## config.mk

```make
export PLATFORM = sky130hd
export DESIGN_NAME = cndm_proto_irq_ctrl
export DESIGN_NICKNAME = d
export VERILOG_FILES = /design/src/rtl/cndm_proto_irq_ctrl.sv
export SDC_FILE = /design/constraint.sdc
export NUM_CORES = 1
export LEC_CHECK = 0
export ABC_AREA = 1
export CORE_MARGIN = 2
export CORE_UTILIZATION = 36
export CTS_BUF_LIST = sky130_fd_sc_hd__clkbuf_4 sky130_fd_sc_hd__clkbuf_8
export DETAILED_ROUTE_END_ITERATION = 6
export DONT_BUFFER_PORTS = 1
export PLACE_DENSITY = 0.56
export SYNTH_ARGS = -nofsm -noshare
export SYNTH_HDL_FRONTEND = slang
export SYNTH_SLANG_ARGS = --single-unit
```

## constraint.sdc

```tcl
create_clock -name clk -period 1.3 [get_ports clk]
set_input_delay 0.26 -clock clk [delete_from_list [all_inputs] [get_ports clk]]
set_output_delay 0.26 -clock clk [all_outputs]
set_load 0.05 [all_outputs]
```

## src/rtl/cndm_proto_irq_ctrl.sv

```systemverilog
// Per-port interrupt pending/mask/hold-off with round-robin selection, feeding
// a single valid/ready vector-index request stream toward the MSI generator.
module cndm_proto_irq_ctrl #(
   parameter int PORTS       = 2,
   parameter int IRQ_INDEX_W = 5,
   parameter int IRQ_BASE    = 0,
   parameter int TIMER_W     = 16
) (
   input  logic                   clk,
   input  logic                   rst,
   input  logic [PORTS-1:0]       irq_in,
   input  logic [PORTS-1:0]       cfg_enable,
   input  logic [TIMER_W-1:0]     cfg_holdoff,
   output logic [IRQ_INDEX_W-1:0] m_irq_index,
   output logic                   m_irq_valid,
   input  logic                   m_irq_ready,
   output logic [PORTS-1:0]       sts_pending
);

   // state | meaning
   // IDLE  | no request outstanding; arbitrate among eligible ports
   // REQ   | request for port ptr presented, waiting for m_irq_ready

   localparam int PTR_W = (PORTS > 1) ? $clog2(PORTS) : 1;

   if (IRQ_BASE + PORTS - 1 >= (1 << IRQ_INDEX_W)) begin : g_index_range
      $error("IRQ_BASE + PORTS - 1 does not fit in IRQ_INDEX_W bits");
   end

   typedef enum logic {ST_IDLE, ST_REQ} state_t;

   state_t                 state, state_nxt;
   logic [PORTS-1:0]       pending, pending_nxt, eligible;
   logic [TIMER_W-1:0]     timer     [PORTS];
   logic [TIMER_W-1:0]     timer_nxt [PORTS];
   logic [PTR_W-1:0]       ptr, ptr_nxt, pick;
   logic [IRQ_INDEX_W-1:0] index_q, index_nxt;
   logic                   accept, found;

   always_ff @(posedge clk) begin
      if (rst) begin
         state   <= ST_IDLE;
         pending <= '0;
         ptr     <= PTR_W'(PORTS - 1);
         index_q <= '0;
         for (int p = 0; p < PORTS; p++) timer[p] <= '0;
      end else begin
         state   <= state_nxt;
         pending <= pending_nxt;
         ptr     <= ptr_nxt;
         index_q <= index_nxt;
         for (int p = 0; p < PORTS; p++) timer[p] <= timer_nxt[p];
      end
   end

   // While in REQ, ptr names the port whose request is on the output.
   assign accept = (state == ST_REQ) && m_irq_ready;

   always_comb begin
      for (int p = 0; p < PORTS; p++) begin
         eligible[p] = pending[p] && cfg_enable[p] && (timer[p] == '0) &&
                       !((state == ST_REQ) && (index_q == IRQ_INDEX_W'(IRQ_BASE + p)));
         pending_nxt[p] = irq_in[p] || (pending[p] && !(accept && (ptr == PTR_W'(p))));
         if (accept && (ptr == PTR_W'(p)))
            timer_nxt[p] = cfg_holdoff;
         else if (timer[p] != '0)
            timer_nxt[p] = timer[p] - TIMER_W'(1);
         else
            timer_nxt[p] = timer[p];
      end
   end

   // Round-robin scan: ports above ptr first, then wrap to ptr and below.
   always_comb begin
      found = 1'b0;
      pick  = ptr;
      for (int c = 0; c < PORTS; c++) begin
         if (!found && (c > int'(ptr)) && eligible[c]) begin
            found = 1'b1;
            pick  = PTR_W'(c);
         end
      end
      for (int c = 0; c < PORTS; c++) begin
         if (!found && (c <= int'(ptr)) && eligible[c]) begin
            found = 1'b1;
            pick  = PTR_W'(c);
         end
      end
   end

   always_comb begin
      state_nxt = state;
      ptr_nxt   = ptr;
      index_nxt = index_q;
      case (state)
         ST_IDLE: begin
            if (found) begin
               state_nxt = ST_REQ;
               ptr_nxt   = pick;
               index_nxt = IRQ_INDEX_W'(IRQ_BASE) + IRQ_INDEX_W'(pick);
            end
         end
         ST_REQ: begin
            if (m_irq_ready) state_nxt = ST_IDLE;
         end
         default: state_nxt = ST_IDLE;
      endcase
   end

   always_comb begin
      m_irq_valid = (state == ST_REQ);
      m_irq_index = index_q;
      sts_pending = pending;
   end

endmodule

```

## Word-level counts from Yosys, hierarchy flattened

Memories as Yosys holds them, arrays and structs flattened.
Index checks and enable logic that the tools add are counted.

- Add/subtract/negate cells: 2
- Order comparisons: 2
- Muxes and demuxes: 18
- Bitwise gates (word level): 4
- Reduce and logical (&&, ||, !) cells: 31

Operator list:

| cell | count |
|---|---|
| 16-bit two-way mux | 6 |
| 16-bit logical NOT | 2 |
| 16-bit nonzero test | 2 |
| 16-bit by 1-bit subtractor with 16-bit output, second input constant | 2 |
| 1-bit logical AND | 17 |
| 1-bit two-way mux | 11 |
| 1-bit logical NOT | 6 |
| 5-bit logical NOT | 1 |
| 1-bit logical OR | 2 |
| 1-bit inverter | 2 |
| 1-bit OR | 2 |
| 1-bit case mux with 2 select lines | 1 |
| 2-bit AND reduction | 1 |
| 1-bit greater-than comparator, first input constant | 1 |
| 1-bit less-or-equal comparator, first input constant | 1 |

- Register bits after elaboration: 5
- RAM bits: 32
- Output and inout port bits: 8
- Logic and storage cells: 62
- Memories: 1

Memory list:

| memory | words | bits a word | rd ports | clocked after Yosys merged registers in | write ports | line | source |
|---|---|---|---|---|---|---|---|
| timer | 2 | 16 | 2 | 0 | 2 | 34 | `logic [TIMER_W-1:0] timer [PORTS];` |

## Logic depth before layout (Yosys ltp)

Gate-level depths: netlist of the first run.
An unclocked memory read counts as a cell.

- Depth after elaboration: 15
- Gate-level depth with buffers: 10

## Worst setup path after synthesis of the first run

OpenSTA, ideal clock, no wires.

- Path type: reg2reg
- Start point: reg state (netlist: m_irq_valid)
- End point: mem timer[1][7] (netlist: timer[0][23])
- Setup time: 0.132 ns
- Data arrival time: 1.392 ns
- Required time: 1.168 ns
- Slack: -0.225 ns
- Cell stages (with the launch flop): 7
- Path buffers: 1
- Period minus slack after synthesis: 1.525 ns
- Cells stage by stage: dfxtp_1 -> nand3_1 -> inv_2 -> nor2_2 -> buf_6 -> nand2_1 -> a21oi_1

RTL lines:

| item | line | source |
|---|---|---|
| from (decl) | 32 | `state_t state, state_nxt;` |
| from (signal assigned) | 48 | `state <= state_nxt;` |
| to (decl) | 34 |  |

==> results.json, run 1 <==
{
  "grt_max_degree": 36,
  "layout_commonest_cell": "nand2_1",
  "syn2layout_area_growth_pct": 32.15,
  "cts_max_level": 2,
  "dp_hpwl_um": 4682,
  "slew_viol_final": 0,
  "path_max_fanout": 13,
  "grt_antenna_before_repair": 0,
  "clock-sinks": 37,
  "setup_viol": 19,
  "coreArea_sq_um": 6350,
  "violations": "negative setup slack",
  "gp_congestion": 0.8760,
  "synth_seq_cells": 37,
  "clk_pin_slew_ps": 80,
  "holdWs_ps": 24.70,
  "remaining_drc_errors": 0,
  "yosys_warnings": 0,
  "drt_pre_antenna_iters": 4,
  "peakVddDrop_mv": 1.602,
  "register_area_sq_um": 754.5,
  "dieHeight_um": 85.01,
  "max_clock_freq_mhz": 739.4,
  "clock_tree.buffer_depth": 2,
  "start_util_pct": 37.20,
  "startpoint_type": "flop",
  "finalHoldViolCount": 0,
  "cts_tree": "yes",
  "clk_latency_ps": 290,
  "required_ps": 1490,
  "root_buffer": "clkbuf_8",
  "cts_buffers": 5,
  "wl_per_cell_um": 12.79,
  "drv_cap": 0,
  "grt.total_usage_pct": 18.01,
  "grt_pass1_vias": 2198,
  "ys_seq_area_share_pct": 31.36,
  "hold_path.class": "primary input to flop",
  "multi_input_comb_area_sq_um": 1658,
  "pin_count": 31,
  "fp.dieW_um": 85.01,
  "synth.distinct_cells": 29,
  "numPortBuffers": 0,
  "core.rowCount": 29,
  "drtIter0Drc": 91,
  "postLayoutCellArea_sq_um": 3122,
  "drive_gt1_share_pct": 35.32,
  "die_area_sq_um": 7226,
  "power_leakage_nw": 1.420,
  "synth_area_sq_um": 2362,
  "grt_setup_unrepaired": "yes",
  "nFillCells": 661,
  "critical_path_arrival_ps": 1540,
  "overflow": 0,
  "avgSynthCellArea_sq_um": 6.350,
  "antennaDiodeCount": 0,
  "final_cell_mix": "nand2_1, buf_4, a21oi_1",
  "grt_pass1_wl_um": 10460,
  "routed_wl_um": 6342,
  "critPathCaptureType": "flop",
  "syn_inst": 372,
  "status": "complete, but fails checks",
  "avgViaCountPerCell": 4.796,
  "via_count": 2379,
  "antenna_left": 0,
  "power_per_cell_area_nw_per_um2": 2820,
  "fin_skew_ps": 6.999,
  "final_nets": 445,
  "period_needed_ps": 1353,
  "worstSetupPathType": "flop to flop",
  "holdBufCountCts": 0,
  "finalCritPeriodShare_pct": 104.0,
  "place_area_sq_um": 2725,
  "setup_slack_ps": -52.52
}
[worst max-delay path, stage by stage (launching register included)]
cell and delay, ps:
dfxtp_2 340, inv_4 70, ha_4 130, inv_2 30, nor2_2 70, nand4_1 110
nor2_2 170, nor2_4 50, buf_12 150, nand2_1 60, a21oi_1 50
[per-stage QoR]
stage / power [mW] / TNS (ps) / instances / util [%] / setup slack [ps]
floorplan: 5.306 / 0 / 375 / - / 5.578
global placement: 6.832 / -461.5 / 481 / 42.92 / -41.35
detailed placement: 6.888 / -1337 / 481 / 42.92 / -75.73
CTS: 8.131 / -135.2 / 492 / 45.79 / -34.66
global route: 9.654 / -2676 / 496 / 49.16 / -140.9
finish: 8.803 / -671.9 / 496 / 49.16 / -52.52
[state kept, by name, indices dropped and copies added (netlist names)]
register     count
m_irq_index      1
timer           32
sts_pending      2
m_irq_valid      1
ptr              1
[power breakdown]
group          total [mW]  internal [mW]  switching [mW]
combinational        6.07           2.76            3.31
sequential           1.92           1.54           0.385
clock               0.809          0.393           0.417
total                8.80           4.69            4.11
[repair_timing]
action,in CTS,in global routing
pin swaps,11,29
setup endpoints to repair,33,34
hold endpoints to repair,0,0
setup buffers,3,5
resized for setup,26,56
gates cloned,1,0
[final timing paths]
kind	startpoint	end	slack, ps	depth (start not counted)
setup / recovery	timer[0][17]	timer[0][24]	-50	10
hold / removal	rst	timer[0][16]	20	1
setup reg to reg	timer[0][17]	timer[0][24]	-50	10
hold reg to reg	ptr	ptr	550	2
[per-layer routing]
| metal | up-vias | global-route usage, % | wire length, um |
|---|---|---|---|
| li1 | 1270 | - | - |
| met3 | 8 | 2.626 | 86 |
| met1 | 1081 | 22.22 | 2803 |
| met5 | - | 0 | 0 |
| met2 | 20 | 32.81 | 3368 |
| met4 | 0 | 4.329 | 84 |
[cell usage after synthesis]
master / count / share of area, %
xor2_1: 6 / 2.2
o21ai_0: 7 / 1.5
inv_1: 31 / 4.9
conb_1: 1 / 0.16
o21ai_1: 1 / 0.21
buf_6: 2 / 0.95
nor2_1: 39 / 6.2
nand3_1: 28 / 5.9
nor2_4: 7 / 3.3
a21oi_1: 35 / 7.4
nand4_2: 1 / 0.53
clkbuf_1: 4 / 0.64
a21oi_4: 1 / 0.69
o211ai_1: 1 / 0.32
nand2_2: 4 / 1.1
or2_1: 1 / 0.26
buf_2: 1 / 0.21
xnor2_1: 4 / 1.5
nor2_2: 10 / 2.6
buf_4: 5 / 1.6
dfxtp_1: 37 / 31
nand3_2: 2 / 0.85
nand3b_1: 1 / 0.32
nand2_1: 125 / 20
o22ai_1: 1 / 0.26
inv_2: 3 / 0.48
nor3_1: 3 / 0.64
ha_1: 4 / 2.1
nand4_1: 7 / 1.9
[cells by family (layout without fill, tap and decap cells)]
family,count (synthesis),in the layout,share of synthesized area (%)
and+or+nand+nor,228,229,43.48
AOI/OAI and AO/OA,46,46,10.38
buffers and inverters,46,89,8.792
DFF,37,37,31.36
xor gates and xnor gates,10,10,3.707
adders and majority gates,4,4,2.119
other,1,4,0.1587
[final cells by class]
type                    count  share of cell area, %
clock buffers               6                  2.445
multi-input cells         293                  53.11
clock inverters             2                 0.3206
flip-flops and latches     37                  24.17
inverters                  34                  4.409
well taps                  77                  3.086
repair buffers             47                  12.46
Power figures use the tool's default switching activity.
==> inputs of run 2 (changes only) <==
--- a/config.mk
+++ b/config.mk
@@ -7,11 +7,11 @@
 export LEC_CHECK = 0
 export ABC_AREA = 1
 export CORE_MARGIN = 2
-export CORE_UTILIZATION = 36
+export CORE_UTILIZATION = 40
 export CTS_BUF_LIST = sky130_fd_sc_hd__clkbuf_4 sky130_fd_sc_hd__clkbuf_8
 export DETAILED_ROUTE_END_ITERATION = 6
 export DONT_BUFFER_PORTS = 1
-export PLACE_DENSITY = 0.56
+export PLACE_DENSITY = 0.6
 export SYNTH_ARGS = -nofsm -noshare
 export SYNTH_HDL_FRONTEND = slang
 export SYNTH_SLANG_ARGS = --single-unit
==> results.json, run 2 (synthesis results as in run 1) <==
{
  "status": "complete, but fails checks",
  "violations": "negative setup slack",
  "cp_num_buf_inv": 2,
  "nFillCells": 581,
  "antenna_left": 0,
  "power.net_switching_mw": 4.125,
  "share_seq_of_total_power_pct": 22.2,
  "hold_path.class": "primary input to flop",
  "grt_antenna_before_repair": 0,
  "drive_gt1_share_pct": 32.70,
  "numPortBuffers": 0,
  "path_delay_family": "simple AND/OR/NAND/NOR gates",
  "cts_buffers": 5,
  "overflow": 0,
  "die_area_sq_um": 6537,
  "pwr-share-clk_pct": 9.5,
  "postLayoutCoreUtil_pct": 55.24,
  "largest_reg_flops": 32,
  "setup_slack_ps": -67.44,
  "core.rowCount": 27,
  "drv_cap": 0,
  "remaining_drc_errors": 0,
  "critical_path_arrival_ps": 1600,
  "path_common_cell": "nor2_4",
  "clk_latency_ps": 300,
  "cp_slowest_cell": "dfxtp_2",
  "cp.depth": 10,
  "clk_pin_slew_ps": 80,
  "required_ps": 1530,
  "startpoint": "timer[0][17]",
  "critPathCaptureType": "flop",
  "grt_max_degree": 36,
  "tns_ps": -400.8,
  "root_buffer": "clkbuf_8",
  "power_frac_comb_pct": 68.3,
  "fin_skew_ps": 6.699,
  "slew_viol_final": 0,
  "layout_commonest_cell": "nand2_1",
  "antennaDiodeCount": 0,
  "finalHoldViolCount": 0,
  "clock-sinks": 37,
  "start_util_pct": 42.12,
  "max_stage_delay_ps": 330,
  "reg2reg_from": "timer[0][17]",
  "drtIter0Drc": 109,
  "cts_max_level": 2,
  "power_per_cell_area_nw_per_um2": 2811,
  "dp_hpwl_um": 4726,
  "grt_setup_unrepaired": "yes",
  "p_sw_share_pct": 47.36,
  "gp_congestion": 0.8811,
  "avgViaCountPerCell": 4.994,
  "placed_cells": 480,
  "p_int_mw": 4.585,
  "worstSetupPathType": "flop to flop",
  "max_clock_freq_mhz": 731.3,
  "dieHeight_um": 80.85,
  "grt_pass1_vias": 2178,
  "wl_per_cell_um": 13.24,
  "period_needed_ps": 1367,
  "drt_pre_antenna_iters": 5,
  "peakVddDrop_mv": 1.379,
  "path_max_fanout": 3,
  "grt_pass1_wl_um": 10440,
  "routed_wl_um": 6501,
  "rr_worst_depth": 10,
  "cts_tree": "yes",
  "final_nets": 445,
  "coreArea_sq_um": 5608,
  "holdWs_ps": 21.19,
  "syn2layout_area_growth_pct": 31.14,
  "min_from": "rst",
  "largest_register": "timer",
  "setup_viol": 19,
  "fin_cells": 491,
  "power_leakage_nw": 1.415,
  "final_cell_mix": "nand2_1, buf_4, dfxtp_1",
  "holdBufCountCts": 0,
  "pin_count": 31,
  "startpoint_type": "flop",
  "clock_tree.buffer_depth": 2,
  "path_cells": "inv_2 -> ha_4 -> inv_4 -> nor2_4 -> nand2_2 -> nor2_4 -> nand3_2 -> nor2_4 -> nand2_1 -> a21oi_1",
  "holdPathStages": 1,
  "finalCritPeriodShare_pct": 105.2,
  "via_count": 2452,
  "fp.dieW_um": 80.85,
  "grt.total_usage_pct": 20.78
}
-- run 2: per-layer routing --
layer	up-vias	wire, um	GRT usage [%]
li1	1272	-	-
met1	1097	2964	28.32
met2	72	2904	31.74
met3	11	525	5.667
met4	0	106	6.949
met5	-	0	0
-- run 2: metrics by stage --
stage | power (mW) | setup slack [ps] | cell area (sq um)
after floorplan | 5.306 | 5.578 | 2376
after global placement | 6.855 | -42.12 | 2736
after detailed placement | 6.901 | -98.18 | 2736
after CTS | 7.931 | -47.97 | 2872
after global routing | 9.542 | -179.1 | 3098
final | 8.709 | -67.44 | 3098
-- run 2: power by group through the flow --
stage / sequential, mW / combinational [mW] / clock (mW)
detailed placement: 1.83 / 5.07 / 0
floorplan: 1.85 / 3.45 / 0
global placement: 1.84 / 5.01 / 0
CTS: 1.84 / 5.25 / 0.844
finish: 1.93 / 5.95 / 0.831
global route: 1.98 / 6.66 / 0.902
-- run 2: final cells by class --
| class | instances | area [sq um] | share of cell area (%) |
|---|---|---|---|
| inverter | 34 | 137.6 | 4.443 |
| tap | 72 | 90.09 | 2.908 |
| clock buffer | 6 | 76.32 | 2.464 |
| multi-input combinational | 293 | 1650 | 53.27 |
| clock inverter | 2 | 10.01 | 0.3231 |
| timing repair buffer | 47 | 380.4 | 12.28 |
| sequential | 37 | 753.2 | 24.31 |
-- run 2: path summary, 6_finish.rpt --
| kind | to | slack [ps] |
|---|---|---|
| worst max-delay path | timer[0][16] | -70 |
| worst min-delay path | timer[0][2] | 20 |
| worst max register to register | timer[0][16] | -70 |
| worst min register to register | ptr | 570 |
-- run 2: what timing repair did --
item | in CTS | in global routing
endpoints found under the setup margin | 31 | 35
pin swaps | 7 | 27
resized for setup | 15 | 61
setup buffers | 0 | 2
gates cloned | 1 | 0
==> inputs of run 3 (changes only) <==
--- a/config.mk
+++ b/config.mk
@@ -12,6 +12,7 @@
 export DETAILED_ROUTE_END_ITERATION = 6
 export DONT_BUFFER_PORTS = 1
 export PLACE_DENSITY = 0.6
+export REMOVE_ABC_BUFFERS = 1
 export SYNTH_ARGS = -nofsm -noshare
 export SYNTH_HDL_FRONTEND = slang
 export SYNTH_SLANG_ARGS = --single-unit
==> results.json, run 3 (synthesis results as in run 1) <==
{
  "startpoint": "timer[0][17]",
  "avgViaCountPerCell": 4.912,
  "core.rowCount": 27,
  "cts_tree": "yes",
  "cp_slowest_cell": "dfxtp_2",
  "largest_reg_flops": 32,
  "clk_latency_ps": 300,
  "setup_viol": 25,
  "coreArea_sq_um": 5608,
  "antenna_left": 0,
  "dp_hpwl_um": 4814,
  "finalHoldViolCount": 0,
  "drv_cap": 0,
  "path_max_fanout": 3,
  "layout_commonest_cell": "nand2_1",
  "worstSetupPathType": "flop to flop",
  "cts_buffers": 5,
  "startpoint_type": "flop",
  "start_util_pct": 42.12,
  "drt_pre_antenna_iters": 4,
  "drtIter0Drc": 98,
  "power_leakage_nw": 1.491,
  "antennaDiodeCount": 0,
  "pin_count": 31,
  "hold_path.class": "primary input to flop",
  "die_area_sq_um": 6537,
  "status": "complete, but fails checks",
  "clock_tree.buffer_depth": 2,
  "min_from": "rst",
  "wl_per_cell_um": 13.65,
  "period_needed_ps": 1385,
  "grt_setup_unrepaired": "yes",
  "clk_pin_slew_ps": 70,
  "finalCritPeriodShare_pct": 106.5,
  "peakVddDrop_mv": 1.344,
  "cts_max_level": 2,
  "fin_cells": 500,
  "largest_register": "timer",
  "max_stage_delay_ps": 330,
  "setup_slack_ps": -84.63,
  "critPathCaptureType": "flop",
  "max_clock_freq_mhz": 722.2,
  "critical_path_arrival_ps": 1620,
  "final_cell_mix": "nand2_1, buf_4, dfxtp_1",
  "clock-sinks": 37,
  "root_buffer": "clkbuf_8",
  "overflow": 0,
  "path_cells": "inv_2 -> ha_4 -> inv_2 -> nor2_1 -> nand2_1 -> nor2_4 -> nand3_2 -> nor2_4 -> nand2_1 -> a21oi_2",
  "grt_max_degree": 36,
  "grt_pass1_vias": 2260,
  "grt_pass1_wl_um": 10760,
  "reg2reg_from": "timer[0][17]",
  "syn2layout_area_growth_pct": 38.19,
  "fp.dieW_um": 80.85,
  "p_total_mw": 9.424,
  "placed_cells": 480,
  "preCtsSetupSlack_ps": -57.78,
  "dieHeight_um": 80.85,
  "violations": "negative setup slack",
  "grt_antenna_before_repair": 0,
  "nFillCells": 550,
  "power_per_cell_area_nw_per_um2": 2887,
  "final_nets": 455,
  "numPortBuffers": 0,
  "grt.total_usage_pct": 21.37,
  "slew_viol_final": 0,
  "fin_skew_ps": 7.000,
  "gp_congestion": 0.8218,
  "routed_wl_um": 6824,
  "via_count": 2456,
  "drive_gt1_share_pct": 39.02,
  "remaining_drc_errors": 0,
  "required_ps": 1540
}
==> run 3: repair_timing <==
action | CTS | global route
hold buffers | 0 | 0
buffers inserted | 5 | 9
resized for setup | 46 | 57
cloned | 1 | 0
endpoints found under the setup margin | 33 | 35
endpoints found under the hold margin | 0 | 0
pin swaps | 20 | 29
==> run 3: routing by layer <==
layer,vias to the layer above,track usage (%),wire [um]
met5,-,0,0
met4,0,5.593,70
met3,7,7.333,543
met2,54,34.96,3191
met1,1103,26.85,3019
li1,1292,-,-
==> run 3: through the flow <==
stage / setup TNS, ps / instance area (sq um) / util (%) / hold WS, ps
floorplan: -5716 / 2293 / - / 329.1
global placement: -721.8 / 2746 / 48.97 / 333.7
detailed placement: -1082 / 2746 / 48.97 / 334.1
CTS: -544.8 / 3020 / 53.86 / 12.94
global route: -3349 / 3264 / 58.21 / 2.634
finish: -743.3 / 3264 / 58.21 / 13.63
==> run 3: worst paths after layout <==
path,to,slack [ps],cells past startpoint
min,timer[0][2],10,1
min reg2reg,ptr,540,2
max,timer[0][17],-80,10
max reg2reg,timer[0][17],-80,10
==> run 3: cell type report <==
cell class | count | area, sq um | share of cell area, %
clock buffers | 7 | 90.09 | 2.760
well taps | 72 | 90.09 | 2.760
repair buffers | 57 | 471.7 | 14.45
flip-flops and latches | 37 | 755.7 | 23.15
inverters | 34 | 135.1 | 4.140
multi-input cells | 293 | 1722 | 52.74
==> run 3: worst max-delay path: cells and delay by family, from the launching register on <==
kind	cells	cell delay [ps]
and+or+nand+nor	6	640
DFF	1	330
buffers and inverters	2	110
AOI/OAI and AO/OA	1	100
adders and majority gates	1	140
==> run 3: power breakdown <==
group          switching [mW]  total (mW)  leakage [nW]  internal, mW
combinational            3.63        6.66          1.14          3.03
clock                   0.414       0.856        0.0477         0.442
sequential              0.371        1.91         0.307          1.54
